`src/rtl/eth_prbs_gen_chk_pkg.sv`:
```
// eth_prbs_gen_chk_pkg
//   Shared definitions for the PRBS generator/checker: mode encodings,
//   LFSR order/tap tables (maximum order 31) and checker state encodings.
//   Ports: none (package).
package eth_prbs_gen_chk_pkg;

   localparam int PRBS_MAX_ORDER = 31;

   typedef enum logic [1:0] {
      PRBS_MODE_7  = 2'd0,
      PRBS_MODE_15 = 2'd1,
      PRBS_MODE_23 = 2'd2,
      PRBS_MODE_31 = 2'd3
   } prbs_mode_t;

   typedef enum logic {
      CHK_HUNT   = 1'b0,
      CHK_LOCKED = 1'b1
   } chk_state_t;

   function automatic int prbs_order(input int mode);
      case (mode)
         0:       return 7;
         1:       return 15;
         2:       return 23;
         default: return 31;
      endcase
   endfunction

   function automatic int prbs_tap(input int mode);
      case (mode)
         0:       return 6;
         1:       return 14;
         2:       return 18;
         default: return 28;
      endcase
   endfunction

   // Keeps only the N live state bits of the selected polynomial.
   function automatic logic [PRBS_MAX_ORDER-1:0] prbs_mask(input logic [1:0] mode);
      case (mode)
         2'd0:    return 31'h0000_007F;
         2'd1:    return 31'h0000_7FFF;
         2'd2:    return 31'h007F_FFFF;
         default: return 31'h7FFF_FFFF;
      endcase
   endfunction

endpackage

```
`src/rtl/eth_prbs_lfsr_step.sv`:
```
// eth_prbs_lfsr_step
//   Combinational DATA_WIDTH-bit advance of the selected PRBS LFSR.
//   Each step: b = s[N-1]^s[T-1]; s <= {s[N-2:0],b}; word bit i = i-th b.
//   mode       in  2                 polynomial select (PRBS7/15/23/31)
//   state      in  PRBS_MAX_ORDER    current state (bits >= N ignored)
//   word       out DATA_WIDTH        generated word, bit 0 first
//   state_next out PRBS_MAX_ORDER    state after DATA_WIDTH steps
module eth_prbs_lfsr_step
   import eth_prbs_gen_chk_pkg::*;
#(
   parameter int DATA_WIDTH = 64
) (
   input  logic [1:0]                mode,
   input  logic [PRBS_MAX_ORDER-1:0] state,
   output logic [DATA_WIDTH-1:0]     word,
   output logic [PRBS_MAX_ORDER-1:0] state_next
);

   // One fully unrolled advance per polynomial, selected afterwards.
   genvar gi;
   generate
      for (gi = 0; gi < 4; gi++) begin : g_mode
         localparam int N = prbs_order(gi);
         localparam int T = prbs_tap(gi);
         localparam logic [PRBS_MAX_ORDER-1:0] MASK = prbs_mask(2'(gi));

         logic [DATA_WIDTH-1:0]     w;
         logic [PRBS_MAX_ORDER-1:0] sn;

         always_comb begin
            logic [PRBS_MAX_ORDER-1:0] s;
            logic                      b;
            w = '0;
            s = state & MASK;
            b = 1'b0;
            for (int i = 0; i < DATA_WIDTH; i++) begin
               b    = s[N-1] ^ s[T-1];
               w[i] = b;
               s    = ((s << 1) | {{(PRBS_MAX_ORDER-1){1'b0}}, b}) & MASK;
            end
            sn = s;
         end
      end
   endgenerate

   always_comb begin
      word       = g_mode[3].w;
      state_next = g_mode[3].sn;
      case (mode)
         2'd0: begin word = g_mode[0].w; state_next = g_mode[0].sn; end
         2'd1: begin word = g_mode[1].w; state_next = g_mode[1].sn; end
         2'd2: begin word = g_mode[2].w; state_next = g_mode[2].sn; end
         default: ;
      endcase
   end

endmodule

```
`config.mk`:
```
export PLATFORM = sky130hd
export DESIGN_NAME = eth_prbs_lfsr_step
export DESIGN_NICKNAME = d
export VERILOG_FILES = /design/src/rtl/eth_prbs_gen_chk_pkg.sv /design/src/rtl/eth_prbs_lfsr_step.sv
export SDC_FILE = /design/constraint.sdc
export NUM_CORES = 1
export LEC_CHECK = 0
export CORE_UTILIZATION = 35
export DETAILED_ROUTE_END_ITERATION = 7
export GPL_ROUTABILITY_DRIVEN = 0
export PLACE_DENSITY = 0.6
export SLEW_MARGIN = 25
export SYNTH_ARGS = -nofsm -noshare
export SYNTH_HDL_FRONTEND = slang
export SYNTH_SLANG_ARGS = --single-unit
```
`constraint.sdc`:
```
create_clock -name vclk -period 2.66
set_input_delay 0.399 -clock vclk [all_inputs]
set_output_delay 0.399 -clock vclk [all_outputs]
set_load 0.1 [all_outputs]
```
Yosys cells after proc, flatten, opt, wreduce, memory -nomap -nowiden:

Index checks and enable logic that the tools add are counted.

* eq/ne operators: 2
* muxes and demuxes: 2
* bitwise gates (word level): 512
* reduce and logical (&&, ||, !) cells: 1

Operators by type and width (count)
* bitwise OR 31 x 1 -> 31 bit: 64
* bitwise OR 23 x 1 -> 23 bit: 64
* bitwise OR 15 x 1 -> 15 bit: 64
* bitwise OR 7 x 1 -> 7 bit: 64
* XOR 1 bit: 256
* one-hot mux 64 bit (3 select lines): 1
* one-hot mux 31 bit (3 select lines): 1
* equality test 2 x 1 -> 1 bit, second input constant: 1
* equality test 2 bit, second input constant: 1
* logical NOT 2 bit: 1

* register bits: 0
* bits of input ports: 33
* output and inout port bits: 95
* word-level logic and storage cells: 517

Depth between registers and ports, before layout:

* depth after elaboration: 129
* mapped depth: 7
* depth with buffers taken out: 4

Worst setup path after synthesis:

No wires, ideal clock.

* kind: in2out
* start: input state[8]
* end: output word[47]
* arrival time: 4.281 ns
* required time: 2.261 ns
* setup slack: -2.020 ns
* cell stages on the path: 6
* path buffers: 2
* cell sequence: buf_2 -> buf_2 -> xor2_1 -> nor2_1 -> a211oi_1 -> nand2b_1

* cells in the longest elaborated chain, start to end: 52
* elaborated cells between the ends (all ways): 101
* classes of those cells: 1 x mux; 100 x bitwise

Ends and longest elaborated chain
* from (decl): line eth_prbs_lfsr_step.sv:14 `input logic [PRBS_MAX_ORDER-1:0] state,`
* bitwise OR 15 x 1 -> 15 bit (5 in a row): line eth_prbs_lfsr_step.sv:39 `s = ((s << 1) | {{(PRBS_MAX_ORDER-1){1'b0}}, b}) & MASK;`
* XOR 1 bit: line eth_prbs_lfsr_step.sv:37 `b = s[N-1] ^ s[T-1];`
* bitwise OR 15 x 1 -> 15 bit (14 in a row): line eth_prbs_lfsr_step.sv:39
* XOR 1 bit: line eth_prbs_lfsr_step.sv:37
* bitwise OR 15 x 1 -> 15 bit (14 in a row): line eth_prbs_lfsr_step.sv:39
* XOR 1 bit: line eth_prbs_lfsr_step.sv:37
* bitwise OR 15 x 1 -> 15 bit (14 in a row): line eth_prbs_lfsr_step.sv:39
* XOR 1 bit: line eth_prbs_lfsr_step.sv:37
* one-hot mux 64 bit (3 select lines) *: line eth_prbs_lfsr_step.sv:49 `case (mode)`
* to (decl): line eth_prbs_lfsr_step.sv:15 `output logic [DATA_WIDTH-1:0] word,`

Mark *: on every way between the ends. The rest lies on a longest branch, timed or not.

Worst setup path in the final report:

* start: input state[8]
* end: output word[63]

* cells in the longest elaborated chain, start to end: 69
* elaborated cells between the ends (all ways): 142
* classes of those cells: 1 x mux; 141 x bitwise

Ends and longest elaborated chain (line)
* bitwise OR 15 x 1 -> 15 bit (5 in a row): eth_prbs_lfsr_step.sv:39
* XOR 1 bit / bitwise OR 15 x 1 -> 15 bit (equally long branches): eth_prbs_lfsr_step.sv:37, eth_prbs_lfsr_step.sv:39
* bitwise OR 15 x 1 -> 15 bit / XOR 1 bit (equally long branches): eth_prbs_lfsr_step.sv:39, eth_prbs_lfsr_step.sv:37
* bitwise OR 15 x 1 -> 15 bit (13 in a row): eth_prbs_lfsr_step.sv:39
* XOR 1 bit / bitwise OR 15 x 1 -> 15 bit (equally long branches): eth_prbs_lfsr_step.sv:37, eth_prbs_lfsr_step.sv:39
* bitwise OR 15 x 1 -> 15 bit / XOR 1 bit (equally long branches) (2 in a row): eth_prbs_lfsr_step.sv:39, eth_prbs_lfsr_step.sv:37
* bitwise OR 15 x 1 -> 15 bit (12 in a row): eth_prbs_lfsr_step.sv:39
* XOR 1 bit / bitwise OR 15 x 1 -> 15 bit (equally long branches): eth_prbs_lfsr_step.sv:37, eth_prbs_lfsr_step.sv:39
* bitwise OR 15 x 1 -> 15 bit / XOR 1 bit (equally long branches) (2 in a row): eth_prbs_lfsr_step.sv:39, eth_prbs_lfsr_step.sv:37
* bitwise OR 15 x 1 -> 15 bit (13 in a row): eth_prbs_lfsr_step.sv:39
* XOR 1 bit / bitwise OR 15 x 1 -> 15 bit (equally long branches): eth_prbs_lfsr_step.sv:37, eth_prbs_lfsr_step.sv:39
* bitwise OR 15 x 1 -> 15 bit / XOR 1 bit (equally long branches): eth_prbs_lfsr_step.sv:39, eth_prbs_lfsr_step.sv:37
* bitwise OR 15 x 1 -> 15 bit (14 in a row): eth_prbs_lfsr_step.sv:39
* XOR 1 bit: eth_prbs_lfsr_step.sv:37
* one-hot mux 64 bit (3 select lines) *: eth_prbs_lfsr_step.sv:49

Marked as above.

==> results by stage <==
Status:
- The flow ran to the end, and the final reports show no timing, DRC or antenna violations.

Yosys:
- Synthesis produced a netlist with a net count of 636.
- The most frequent cell after synthesis is sky130_fd_sc_hd__xnor2_1.
- sky130_fd_sc_hd__xnor2_1 takes more of the synthesized area than any other cell.
- Sorting the synthesized cells by how often they occur yields 119 x sky130_fd_sc_hd__xnor2_1, 75 x sky130_fd_sc_hd__xor2_1, 50 x sky130_fd_sc_hd__nand2_1.
- For this run, the register share of the synthesized area comes to 0%.
- The share of Yosys cell area claimed by the top area cell type is a little over a fifth.
- After technology mapping, the gate count stands at 603.
- Yosys mapped the design onto 51 distinct sky130hd cell types.
- The average instance in the mapped netlist occupies 7.88 um2.
- By area the synthesized netlist is led by sky130_fd_sc_hd__xnor2_1 22%, sky130_fd_sc_hd__xor2_1 14%, sky130_fd_sc_hd__mux2i_1 6.5%, sky130_fd_sc_hd__mux4_2 6.2%, sky130_fd_sc_hd__xnor3_1 4.3%.
- The count of yosys warnings during synthesis is 0.
- The area of the mapped netlist is 4750 um2.

Floorplanning:
- The area of the core is 13200 um2.
- Measured along the x axis, the die boundary spans ~120 um.
- The floorplan step set the die height to approximately 120 um.
- The area enclosed by the die boundary is 14000 um2.
- The starting utilization of the core area is a little over a third.
- The boundary pin count is 128.
- After floorplanning, the core was divided into 42 placement rows.

STA:
- The number of slew-limit violations in the final report was 0.
- The relative max-transition margin is 65.9%.
- Static timing analysis puts the maximum clock frequency at 0.377 GHz.
- The sum of negative setup slack is 0 ns.
- The worst-margin pin slew is 0.511 ns.
- Counting I/O delays and the setup requirement, the final critical path takes about 2.7 ns.
- The number of setup violations in the final report is 0.
- The number of hold violations in the final report is 0.
- The final critical path takes up 99.7% of the cycle.

Finish:
- The final sequential cell count is 0.
- The final cell count without fillers is just under 1000.
- Once layout is complete, the utilization of the core stands at 67.3%.
- In the final layout, the share of cells above drive strength 1 is 46.9%.
- Summing all flip-flop and latch instances after layout gives 0 um2.
- The clock buffer count in the final layout is 0.
- The synthesis-to-finish area growth is 87.6%.
- The post-route cell area is 8910 um2.
- The total of fill cells in the finished design is 991.
- In the final design database the tool counted 837 nets.

Placement:
- Buffers placed on the I/O ports in this run total 128.
- The post-detailed-placement half-perimeter wirelength is 15.9 mm.
- The total placed instance area is 8410 um2.
- The placed instance count is 960.

Route:
- The routed design has between 20 and 25 mm of wire.
- The number of DRC markers after the initial detailed-route iteration is 466.
- The detailed-router iteration count before antenna repair is 5.
- In the final routed layout, each cell accounts on average for between 20 and 25 um.
- The per-cell via count in the routed design is 5.61.
- The detailed router placed 5490 vias in this run.
- In this run the remaining antenna-violating nets after routing total 0.
- The detailed-route DRC error count is 0.

Critical path:
- STA classifies the critical path endpoint as an output port.
- Along the worst path, the maximum fanout reaches 10.
- The critical path arrival is 2.25 ns.
- The kind of launch point of the worst setup path is an input port.
- The type of the setup path with the least slack is input port to output port.
- Data on the critical path is required at its endpoint by 2.26 ns.

Global routing:
- The number of antenna violations at the first check in global routing is 1.
- The first global-routing pass estimated ~32 mm of wire.
- The remaining global-route overflow is 0.
- The via count of the first global-routing pass is 5612.
- The global-route total usage across every layer is 29.5%.
- The pin count of the biggest net entering global routing is 52.

Clock tree:
- For this design, the CTS-stage hold fixing added 0 buffers.

Min path:
- The min-delay analysis places its worst path in the category input port to output port.
- The worst hold path was traced through 3 stages.

Flow run:
- The tool flagged a number of max-cap violations equal to 0.
## logic make-up after synthesis
| logic type | count (synthesis) | share of synthesized area (%) |
|---|---|---|
| AND/OR/NAND/NOR | 118 | 10.7 |
| AO/OA/AOI/OAI | 126 | 17.0 |
| buffers and inverters | 88 | 10.4 |
| XOR/XNOR | 227 | 49.2 |
| multiplexers | 44 | 12.7 |
## per-layer routing
metal	part of all wire [%]	global-route usage [%]	up-vias
met3	11	4.87	90
li1	-	-	2423
met1	37	37.3	2574
met2	47	49.1	403
met5	0	0	-
met4	5.3	13.5	0
## worst max-delay path, cell delays in order
cell,delay [ns]
sky130_fd_sc_hd__clkdlybuf4s50_1,0.51
sky130_fd_sc_hd__buf_12,0.17
sky130_fd_sc_hd__xnor2_2,0.11
sky130_fd_sc_hd__xnor2_1,0.26
sky130_fd_sc_hd__mux2i_2,0.14
sky130_fd_sc_hd__a221oi_4,0.43
sky130_fd_sc_hd__buf_12,0.23
## through the flow
step / hold WS (ns) / setup slack [ns]
final: 1.19 / 0.00859
after global routing: 1.20 / -0.0527
after CTS: 1.19 / -0.00300
after detailed placement: 1.19 / -0.0950
after global placement: 1.18 / -0.0509
after floorplan: 1.08 / -0.318
## layout by cell type (no fill, tap or decap), drive strengths merged, types with 3 or more instances in the layout
cell type      synthesis  layout
xor3                   3       3
nand3                  5       5
a21o                   5       5
o221ai                 3       3
o211ai                17      17
inv                    5       6
xnor3                  9       9
xor2                  87      87
o22ai                  8       8
a211oi                 5       5
dlymetal6s2s           0       7
nand2                 50      50
nand2b                 4       4
nor2b                  4       4
clkdlybuf4s50          0      15
mux4                  13      13
a221oi                 4       4
mux2i                 31      31
dlygate4sd2            0       7
o21ai                 36      36
clkbuf                 9       5
a21oi                 28      28
xnor2                128     128
a22oi                  4       4
nand3b                 3       3
bufbuf                 0       3
nor2                  41      41
buf                   72     243
## what timing repair did
action	CTS	global route
pin swaps	3	4
endpoints found under the setup margin	25	30
resized for setup	18	33
gates cloned	3	3
buffers inserted	5	7
## worst paths after layout
| path | slack, ns | endpoint | from |
|---|---|---|---|
| setup / recovery | 0.009 | word[63] | state[8] |
| hold / removal | 1.19 | word[51] | mode[0] |
## area by class of cell
type               count  area (um2)  share of cell area, %
repair buffers       280        3700                   41.5
well taps            176         220                   2.47
diodes                 1        2.50                 0.0281
multi-input cells    515        4960                   55.6
inverters              7        28.8                  0.323
